===== config.mk =====
export PLATFORM = sky130hd
export DESIGN_NAME = mips_div
export DESIGN_NICKNAME = d
export VERILOG_FILES = /design/src/rtl/mips_div_pkg.sv /design/src/rtl/div_step.sv /design/src/rtl/mips_div.sv
export SDC_FILE = /design/constraint.sdc
export NUM_CORES = 1
export LEC_CHECK = 0
export BUFFER_PORTS_ARGS = -buffer_cell sky130_fd_sc_hd__buf_2
export CAP_MARGIN = 5
export CORE_UTILIZATION = 41
export DETAILED_ROUTE_END_ITERATION = 8
export GPL_ROUTABILITY_DRIVEN = 0
export SYNTH_ARGS = -nofsm -noshare
export SYNTH_HDL_FRONTEND = slang
export SYNTH_HIERARCHICAL = 1
export SYNTH_SLANG_ARGS = --single-unit

===== constraint.sdc =====
create_clock -name clk -period 7.7 [get_ports clk]
set_input_delay 1.54 -clock clk [delete_from_list [all_inputs] [get_ports clk]]
set_output_delay 1.54 -clock clk [all_outputs]
set_load 0.01 [all_outputs]

===== src/rtl/mips_div_pkg.sv =====
// Shared definitions for the execute-stage divider.
// Holds the ALU control encodings that select DIV/DIVU, the divider operand
// width and the divider state encoding. Also has a small decode helper for
// the E stage that turns alucontrolE into the divider start request.
package mips_div_pkg;

  localparam int unsigned DIV_WIDTH  = 32;
  localparam int unsigned ALU_CTRL_W = 5;

  localparam logic [ALU_CTRL_W-1:0] DIV_CONTROL  = 5'b11010;
  localparam logic [ALU_CTRL_W-1:0] DIVU_CONTROL = 5'b11011;

  typedef enum logic [1:0] {
    DIV_IDLE   = 2'b00,
    DIV_BYZERO = 2'b01,
    DIV_BUSY   = 2'b10,
    DIV_DONE   = 2'b11
  } divState_t;

  // True when the E-stage ALU control selects either divide flavour.
  function automatic logic isDivOp(input logic [ALU_CTRL_W-1:0] aluControl);
    return (aluControl == DIV_CONTROL) || (aluControl == DIVU_CONTROL);
  endfunction

endpackage


===== src/rtl/div_step.sv =====
// One radix-2 restoring division iteration (purely combinational).
// Shifts the next dividend bit into the partial remainder, trial-subtracts
// the divisor at WIDTH+1 bits and restores on a borrow.
// Ports:
//   remIn        current partial remainder (always < divisor for nonzero divisor)
//   dividendMsb  dividend bit being shifted into the remainder
//   divisor      divisor magnitude
//   remNext_c    partial remainder after this iteration
//   quoBit_c     quotient bit produced by this iteration
module div_step
  import mips_div_pkg::*;
#(
  parameter int unsigned WIDTH = DIV_WIDTH
) (
  input  logic [WIDTH-1:0] remIn,
  input  logic             dividendMsb,
  input  logic [WIDTH-1:0] divisor,
  output logic [WIDTH-1:0] remNext_c,
  output logic             quoBit_c
);

  logic [WIDTH:0] shifted;
  logic [WIDTH:0] diff;

  // Because remIn < divisor, the shifted value is < 2*divisor, so bit WIDTH of
  // the difference is a reliable borrow flag.
  always_comb begin
    shifted   = {remIn, dividendMsb};
    diff      = shifted - {1'b0, divisor};
    quoBit_c  = ~diff[WIDTH];
    remNext_c = quoBit_c ? diff[WIDTH-1:0] : shifted[WIDTH-1:0];
  end

endmodule


===== src/rtl/mips_div.sv =====
// Multi-cycle DIV/DIVU unit for the execute stage of the 5-stage MIPS pipeline.
// Radix-2 restoring divider, one quotient bit per cycle, with sign
// pre-processing (operand magnitudes) and post-processing (quotient/remainder
// sign fix-up). ready_o feeds the hazard unit; F/D/E stall while a divide is
// in E and ready_o is low.
// Optional feature: define DIV_BYZERO_FAST_EN to short-circuit a zero
// divisor into a 2-cycle {dividend, all-ones} result. Without it a zero
// divisor runs the full iteration sequence.
// Ports:
//   clk           pipeline clock
//   resetn        asynchronous active-low reset
//   start_i       a DIV/DIVU is in E
//   signed_div_i  1 = DIV, 0 = DIVU
//   opdata1_i     dividend (rs)
//   opdata2_i     divisor (rt)
//   annul_i       cancel the operation in flight
//   result_o      {remainder, quotient}, written to {HI, LO}
//   ready_o       one-cycle pulse, result_o valid
module mips_div
  import mips_div_pkg::*;
#(
  parameter int unsigned WIDTH = DIV_WIDTH
) (
  input  logic               clk,
  input  logic               resetn,
  input  logic               start_i,
  input  logic               signed_div_i,
  input  logic [WIDTH-1:0]   opdata1_i,
  input  logic [WIDTH-1:0]   opdata2_i,
  input  logic               annul_i,
  output logic [2*WIDTH-1:0] result_o,
  output logic               ready_o
);

  localparam int unsigned      CNT_W     = $clog2(WIDTH);
  localparam logic [CNT_W-1:0] LAST_ITER = CNT_W'(WIDTH - 1);

  divState_t state;
  divState_t stateNext;

  logic [CNT_W-1:0]   iterCnt;
  logic [CNT_W-1:0]   iterCntNext;
  logic [WIDTH-1:0]   remReg;
  logic [WIDTH-1:0]   remNext;
  // Holds the dividend magnitude; quotient bits shift in from the bottom as
  // dividend bits leave from the top.
  logic [WIDTH-1:0]   quoReg;
  logic [WIDTH-1:0]   quoNext;
  logic [WIDTH-1:0]   divisorReg;
  logic [WIDTH-1:0]   divisorNext;
  logic               negQuo;
  logic               negQuoNext;
  logic               negRem;
  logic               negRemNext;
  logic [2*WIDTH-1:0] resultNext;
  logic               readyNext;

  logic               dividendNeg;
  logic               divisorNeg;
  logic [WIDTH-1:0]   dividendMag;
  logic [WIDTH-1:0]   divisorMag;
`ifdef DIV_BYZERO_FAST_EN
  logic               divisorZero;
`endif

  logic [WIDTH-1:0]   stepRem;
  logic               stepBit;
  logic [WIDTH-1:0]   quoShifted;
  logic [WIDTH-1:0]   quoFinal;
  logic [WIDTH-1:0]   remFinal;

  // Operand magnitudes; the most negative value maps onto itself, which is
  // exactly the unsigned magnitude we need.
  always_comb begin : operandPrep
    dividendNeg = signed_div_i & opdata1_i[WIDTH-1];
    divisorNeg  = signed_div_i & opdata2_i[WIDTH-1];
    dividendMag = dividendNeg ? -opdata1_i : opdata1_i;
    divisorMag  = divisorNeg  ? -opdata2_i : opdata2_i;
`ifdef DIV_BYZERO_FAST_EN
    divisorZero = (opdata2_i == '0);
`endif
  end

  div_step #(
    .WIDTH(WIDTH)
  ) uStep (
    .remIn      (remReg),
    .dividendMsb(quoReg[WIDTH-1]),
    .divisor    (divisorReg),
    .remNext_c  (stepRem),
    .quoBit_c   (stepBit)
  );

  // Final-iteration values with the sign fix-up applied.
  always_comb begin : signFix
    quoShifted = {quoReg[WIDTH-2:0], stepBit};
    quoFinal   = negQuo ? -quoShifted : quoShifted;
    remFinal   = negRem ? -stepRem    : stepRem;
  end

  // Next-state and datapath control.
  always_comb begin : fsmNext
    stateNext   = state;
    iterCntNext = iterCnt;
    remNext     = remReg;
    quoNext     = quoReg;
    divisorNext = divisorReg;
    negQuoNext  = negQuo;
    negRemNext  = negRem;
    resultNext  = result_o;
    readyNext   = 1'b0;

    unique case (state)
      DIV_IDLE: begin
        // Annul wins over a simultaneous start.
        if (!annul_i && start_i) begin
          iterCntNext = '0;
          remNext     = '0;
          divisorNext = divisorMag;
          negQuoNext  = dividendNeg ^ divisorNeg;
          negRemNext  = dividendNeg;
`ifdef DIV_BYZERO_FAST_EN
          // The fast path reports the raw dividend, so keep it unmodified.
          if (divisorZero) begin
            stateNext = DIV_BYZERO;
            quoNext   = opdata1_i;
          end else begin
            stateNext = DIV_BUSY;
            quoNext   = dividendMag;
          end
`else
          stateNext = DIV_BUSY;
          quoNext   = dividendMag;
`endif
        end
      end

`ifdef DIV_BYZERO_FAST_EN
      DIV_BYZERO: begin
        if (annul_i) begin
          stateNext = DIV_IDLE;
        end else begin
          stateNext  = DIV_DONE;
          readyNext  = 1'b1;
          resultNext = {quoReg, {WIDTH{1'b1}}};
        end
      end
`endif

      DIV_BUSY: begin
        if (annul_i) begin
          stateNext = DIV_IDLE;
        end else begin
          remNext     = stepRem;
          quoNext     = quoShifted;
          iterCntNext = iterCnt + CNT_W'(1);
          if (iterCnt == LAST_ITER) begin
            stateNext   = DIV_DONE;
            iterCntNext = '0;
            readyNext   = 1'b1;
            resultNext  = {remFinal, quoFinal};
          end
        end
      end

      // DONE lasts one cycle regardless of annul; the pipeline drops the result.
      DIV_DONE: stateNext = DIV_IDLE;

      default: stateNext = DIV_IDLE;
    endcase
  end

  // State, datapath and output registers.
  always_ff @(posedge clk or negedge resetn) begin
    if (!resetn) begin
      state      <= DIV_IDLE;
      iterCnt    <= '0;
      remReg     <= '0;
      quoReg     <= '0;
      divisorReg <= '0;
      negQuo     <= 1'b0;
      negRem     <= 1'b0;
      result_o   <= '0;
      ready_o    <= 1'b0;
    end else begin
      state      <= stateNext;
      iterCnt    <= iterCntNext;
      remReg     <= remNext;
      quoReg     <= quoNext;
      divisorReg <= divisorNext;
      negQuo     <= negQuoNext;
      negRem     <= negRemNext;
      result_o   <= resultNext;
      ready_o    <= readyNext;
    end
  end

endmodule


## Yosys cells after proc, flatten, opt, wreduce, memory -nomap -nowiden

Cells that the tools add are included.

| storage, ports and cells | value |
|---|---|
| bits in registers | 170 |
| bits of input ports | 69 |
| output and inout bits | 65 |
| logic and storage cells | 55 |

| operators by class | value |
|---|---|
| add/sub/neg operators | 6 |
| equal/unequal tests | 5 |
| multiplexer cells | 22 |
| bitwise gates (word level) | 5 |
| reductions and logical operators | 8 |

Operator list:

| cell | number |
|---|---|
| 2-to-1 mux 32 bit | 9 |
| negation 32 bit | 4 |
| one-hot mux 32 bit (2 select lines) | 2 |
| subtractor 33 x 32 -> 33 bit | 1 |
| 2-to-1 mux 5 bit | 3 |
| one-hot mux 5 bit (2 select lines) | 1 |
| 2-to-1 mux 2 bit | 3 |
| AND reduction 3 bit | 2 |
| adder 5 x 1 -> 5 bit (second input constant) | 1 |
| == test 5 bit (second input constant) | 1 |
| inequality test 2 bit (second input constant) | 2 |
| one-hot mux 2 bit (2 select lines) | 1 |
| AND reduction 2 bit | 2 |
| 2-to-1 mux 1 bit | 3 |
| inequality test 3 bit (second input constant) | 1 |
| AND 1 bit | 2 |
| == test 2 bit (second input constant) | 1 |
| zero test 2 bit | 1 |
| NOT 1 bit | 2 |
| nonzero test 2 bit | 1 |
| logical AND 1 bit | 1 |
| zero test 1 bit | 1 |
| XOR 1 bit | 1 |

## Logic depth before layout (Yosys ltp)

| depth | value |
|---|---|
| depth after elaboration | 4 |
| mapped depth | 21 |
| mapped depth without buffers | 20 |

## Hierarchy

Netlist, hierarchy kept.

By module, submodules not included:

| module | instances | cells an instance | area each (µm²) | seq. area each (µm²) |
|---|---|---|---|---|
| mips_div | 1 | 1057 | 9072.5 | 4254.1 |
| div_step | 1 | 311 | 2255.9 | 0.0 |

## Worst setup path before layout

Ideal clock, no wire load.

| timing | value |
|---|---|
| kind | register -> register |
| from | register quoReg[31] |
| to | register result_o[63] |
| library setup time | 131 ps |
| data arrival time | 4815 ps |
| required time | 7569 ps |
| setup slack | 2753 ps |
| stages on the path, launching flop included | 21 |
| path buffers | 1 |
| clock period less this slack | 4947 ps |
| cells stage by stage | dfrtp_1 inv_1 ha_1 fa_1 and2b_1 o2111ai_1 a21oi_2 o2111ai_1 a211oi_2 nor2_2 mux2i_1 and2_4 inv_2 buf_6 mux2_4 or4_4 or4_4 or4_4 o31ai_4 xor2_1 o21ai_1 |

| between the ends | value |
|---|---|
| longest elaborated chain between the ends | 4 |

Ends and longest elaborated chain:

| element | RTL line | RTL |
|---|---|---|
| start: declaration | mips_div.sv:47 | `logic [WIDTH-1:0] quoReg;` |
| start signal: assignment | mips_div.sv:189 | `quoReg <= quoNext;` |
| subtractor 33 x 32 -> 33 bit | div_step.sv:29 | `diff = shifted - {1'b0, divisor};` |
| 2-to-1 mux 32 bit | div_step.sv:31 | `remNext_c = quoBit_c ? diff[WIDTH-1:0] : shifted[WIDTH-1:0];` |
| named net stepRem[20] | mips_div.sv:66 | `logic [WIDTH-1:0] stepRem;` |
| negation 32 bit | mips_div.sv:98 | `remFinal = negRem ? -stepRem : stepRem;` |
| 2-to-1 mux 32 bit | mips_div.sv:98 |  |
| end signal: assignment | mips_div.sv:193 | `result_o <= resultNext;` |
| end: declaration | mips_div.sv:31 | `output logic [2*WIDTH-1:0] result_o,` |

The timed path passes the listed nets, and every way through them passes these cells.
A chain may end at the register's enable or synchronous reset.

## Final worst setup path

| timing | value |
|---|---|
| from | register remReg[13] |
| to | register result_o[63] |

| between the ends | value |
|---|---|
| longest elaborated chain between the ends | 4 |

Ends and longest elaborated chain:

| element | RTL line | RTL |
|---|---|---|
| start: declaration | mips_div.sv:43 | `logic [WIDTH-1:0] remReg;` |
| start signal: assignment | mips_div.sv:188 | `remReg <= remNext;` |
| subtractor 33 x 32 -> 33 bit | div_step.sv:29 |  |
| 2-to-1 mux 32 bit | div_step.sv:31 |  |
| named net stepRem[20] | mips_div.sv:66 |  |
| negation 32 bit | mips_div.sv:98 |  |
| 2-to-1 mux 32 bit | mips_div.sv:98 |  |

The timed path passes the listed nets, and every way through them passes these cells.

==> metrics.yaml <==
status:
  run_status: "finished clean"
hold_path:
  worstHoldStart: "result_o[38]"
  holdCritPathClass: "flop to flop"
synthesis:
  async_flop_share_pct: 100
  yosys_register_bits: 170
  syn_area_sq_mm: 0.0113
  synthFlopType: "dfrtp_1"
  yosysWarnings: 6
  synth_seq_area_share_pct: 37.6
  synth_edf_count: 0
  ys_types: 74
  syn_area_per_cell_sq_um: 8.28
  syn_inst: 1368
  syn_nets: 1476
power:
  p_leak_uw: 0.00590
  p_clk_share_pct: 17.2
  switching_share_pct: 48.2
  ir_drop_mv: 0.291
  finalPower_uw: 5290
  power_frac_comb_pct: 60.2
  sequentialPowerShare_pct: 22.7
  p_sw_uw: 2550
  power_density_mw_per_mm2: 411
  p_int_uw: 2740
routing:
  drtPass1Iterations: 5
  drt_wl_total_microns: 30500
  ant_nets: 0
  wl_met2_microns: 12600
  wirelength_met1_microns: 15600
  top_layer_used: "met4"
  route.detailed.drc: 0
  drt-initial-drc-count: 923
  vias: 9983
  wl_per_cell_microns: 16.8
  via_per_inst: 5.51
  routed-wl-met3_microns: 1960
clock_network:
  path_clk_slew_ns: 0.08
  cts_hold_buf: 0
  htreeDepth: 4
  clkLatencyLatePin_ns: 0.44
  post-cts-setup-buffers: 0
  root_buffer: "clkbuf_16"
  numCtsBuffers: 17
  clockBufferDepth: 2
  cts_tree: "done"
  clock_sinks: 170
  postCtsResizedCells: 0
setup_path:
  cp_slowest_cell: "mux2i_1"
  cpMostUsedCell: "or4_4"
  worstSetupEndpointType: "flop"
  r2r_start: "remReg[13]"
  cp.required_ns: 7.99
  startpoint: "remReg[13]"
  arrival_ns: 6.48
  start_kind: "flop"
  cpPeakStageDelay_ns: 0.82
  crit_fanout: 24
  critPathKind: "flop to flop"
  worstPathCellList: "ha_1 > and4_1 > and3_1 > a221o_1 > a21oi_1 > a211oi_2 > nor2_2 > mux2i_1 > and2_4 > inv_2 > mux2_4 > or4_4 > or4_4 > or4_4 > o31ai_4 > xor2_1 > o21ai_1"
grt:
  grt_pass1_vias: 9041
  grt_max_degree: 130
  grt_overflow_total: 0
  grt_usage_pct: 21.7
  grt_pass1_wl_microns: 48800
  antenna_found_initial: 0
sta:
  tns_ns: 0
  hold_viol: 0
  setup_slack_ns: 1.50
  finClkSkew_ns: 0.0146
  worstMarginPinSlew_ns: 1.15
  max_freq_ghz: 0.161
  rsz0062_at_grt: "false"
  setup_viol: 0
  period_share_pct: 80.5
  hold_slack_ns: 0.475
  layout_min_cycle_time_ns: 6.20
  slew_violations: 0
  relSlewSlack_pct: 23.2
placed_design:
  hpwl_microns: 22500
  post_dp_cell_area_sq_mm: 0.0122
  port_buffers: 133
  dp_slack_ns: 1.53
cells_and_area:
  seqCellArea_sq_mm: 0.00425
  num-nets-final: 1565
  syn2layout_area_growth_pct: 13.5
  final_cell_area_sq_mm: 0.0129
  antenna_cells: 0
  nFillCells: 2685
  drive_above_1_share_pct: 14.6
  multi_input_area_sq_mm: 0.00662
floorplan:
  die_w_microns: 168
  rows: 60
  core_area_sq_mm: 0.0270
  initial_utilization_pct: 41.9
  die_y_microns: 168
  dieArea_sq_mm: 0.0283
  io_pins: 134
flow_run:
  cap_violations: 0
-- metrics by stage --
step	cells	utilization, %
floorplan	1368	-
global placement	1779	45.3
detailed placement	1779	45.3
CTS	1811	47.6
global route	1811	47.6
finish	1811	47.6
-- power by group through the flow --
stage | combinational (uW) | sequential, uW | clock [uW]
final | 3180 | 1200 | 907
after global routing | 3440 | 1220 | 962
after CTS | 3140 | 1190 | 930
after detailed placement | 3120 | 1210 | 0
after global placement | 3090 | 1210 | 0
after floorplan | 2430 | 1130 | 0
-- final cells by class --
class	instances	area share, %
multi-input combinational	1075	51.5
sequential	170	33.1
timing repair buffer	142	5.75
tap	341	3.32
clock buffer	17	3.31
clock inverter	15	1.54
inverter	51	1.49
-- routing by layer --
metal,track usage [%],vias up
met5,0,-
li1,-,4970
met1,33.4,4676
met2,31.6,318
met3,3.57,19
met4,4.58,0
-- state kept, by name, indices dropped and copies added, names as in the netlist --
name / cells
iterCnt: 5
divisorReg: 32
negRem: 1
state: 2
ready_o: 1
quoReg: 32
remReg: 32
negQuo: 1
result_o: 64
-- synth_stat cells (38+ instances only) --
cell type	instances	area, sq um
o21ai_1	64	320
clkbuf_1	62	233
dfrtp_1	170	4250
nand3_1	40	200
xor2_1	88	771
nor2_1	83	312
inv_1	47	176
ha_1	38	475
nand2_1	232	871
a21oi_1	84	420
xnor2_1	55	482
o21ai_0	128	641
-- path summary, 6_finish.rpt --
path	endpoint	slack, ns	cells after the start
max in group asynchronous	quoReg[5]	4.91	2
min in group asynchronous	result_o[20]	1.16	1
hold reg to reg	result_o[38]	0.48	2
hold / removal	result_o[38]	0.48	2
setup reg to reg	result_o[63]	1.50	17
setup / recovery	result_o[63]	1.50	17
-- worst max-delay path, delay by kind of cell, from the launching register on --
family	cells	cell delay (ns)
AO/OA/AOI/OAI	5	0.93
flip-flops	1	0.40
AND/OR/NAND/NOR	7	2.60
multiplexers	2	1.24
buffers and inverters	1	0.29
adder cells (fa/ha/maj)	1	0.39
XOR/XNOR	1	0.17
-- cell families (layout without fill, tap and decap cells) --
kind of cell | count (synthesis) | after routing | synth area share, %
and+or+nand+nor | 476 | 476 | 19.4
DFF | 170 | 170 | 37.6
buffers and inverters | 123 | 225 | 4.22
xor gates and xnor gates | 143 | 143 | 11.1
adders and majority gates | 39 | 39 | 4.37
muxes | 27 | 27 | 3.26
AOI/OAI and AO/OA | 390 | 390 | 20.1
-- placed cells by master (no fill, tap or decap), drive strengths merged, types with 10 or more instances in the layout --
cell type / count
nor2: 84
buf: 142
xnor2: 55
a21oi: 85
mux2: 22
clkbuf: 17
or3: 18
xor2: 88
nor4: 17
o31ai: 28
or4: 13
nor3: 19
inv: 57
nand2: 232
o21ai: 192
nand3: 40
a21o: 18
ha: 38
a31oi: 10
o41ai: 16
dfrtp: 170
Power figures use the tool's default switching activity.
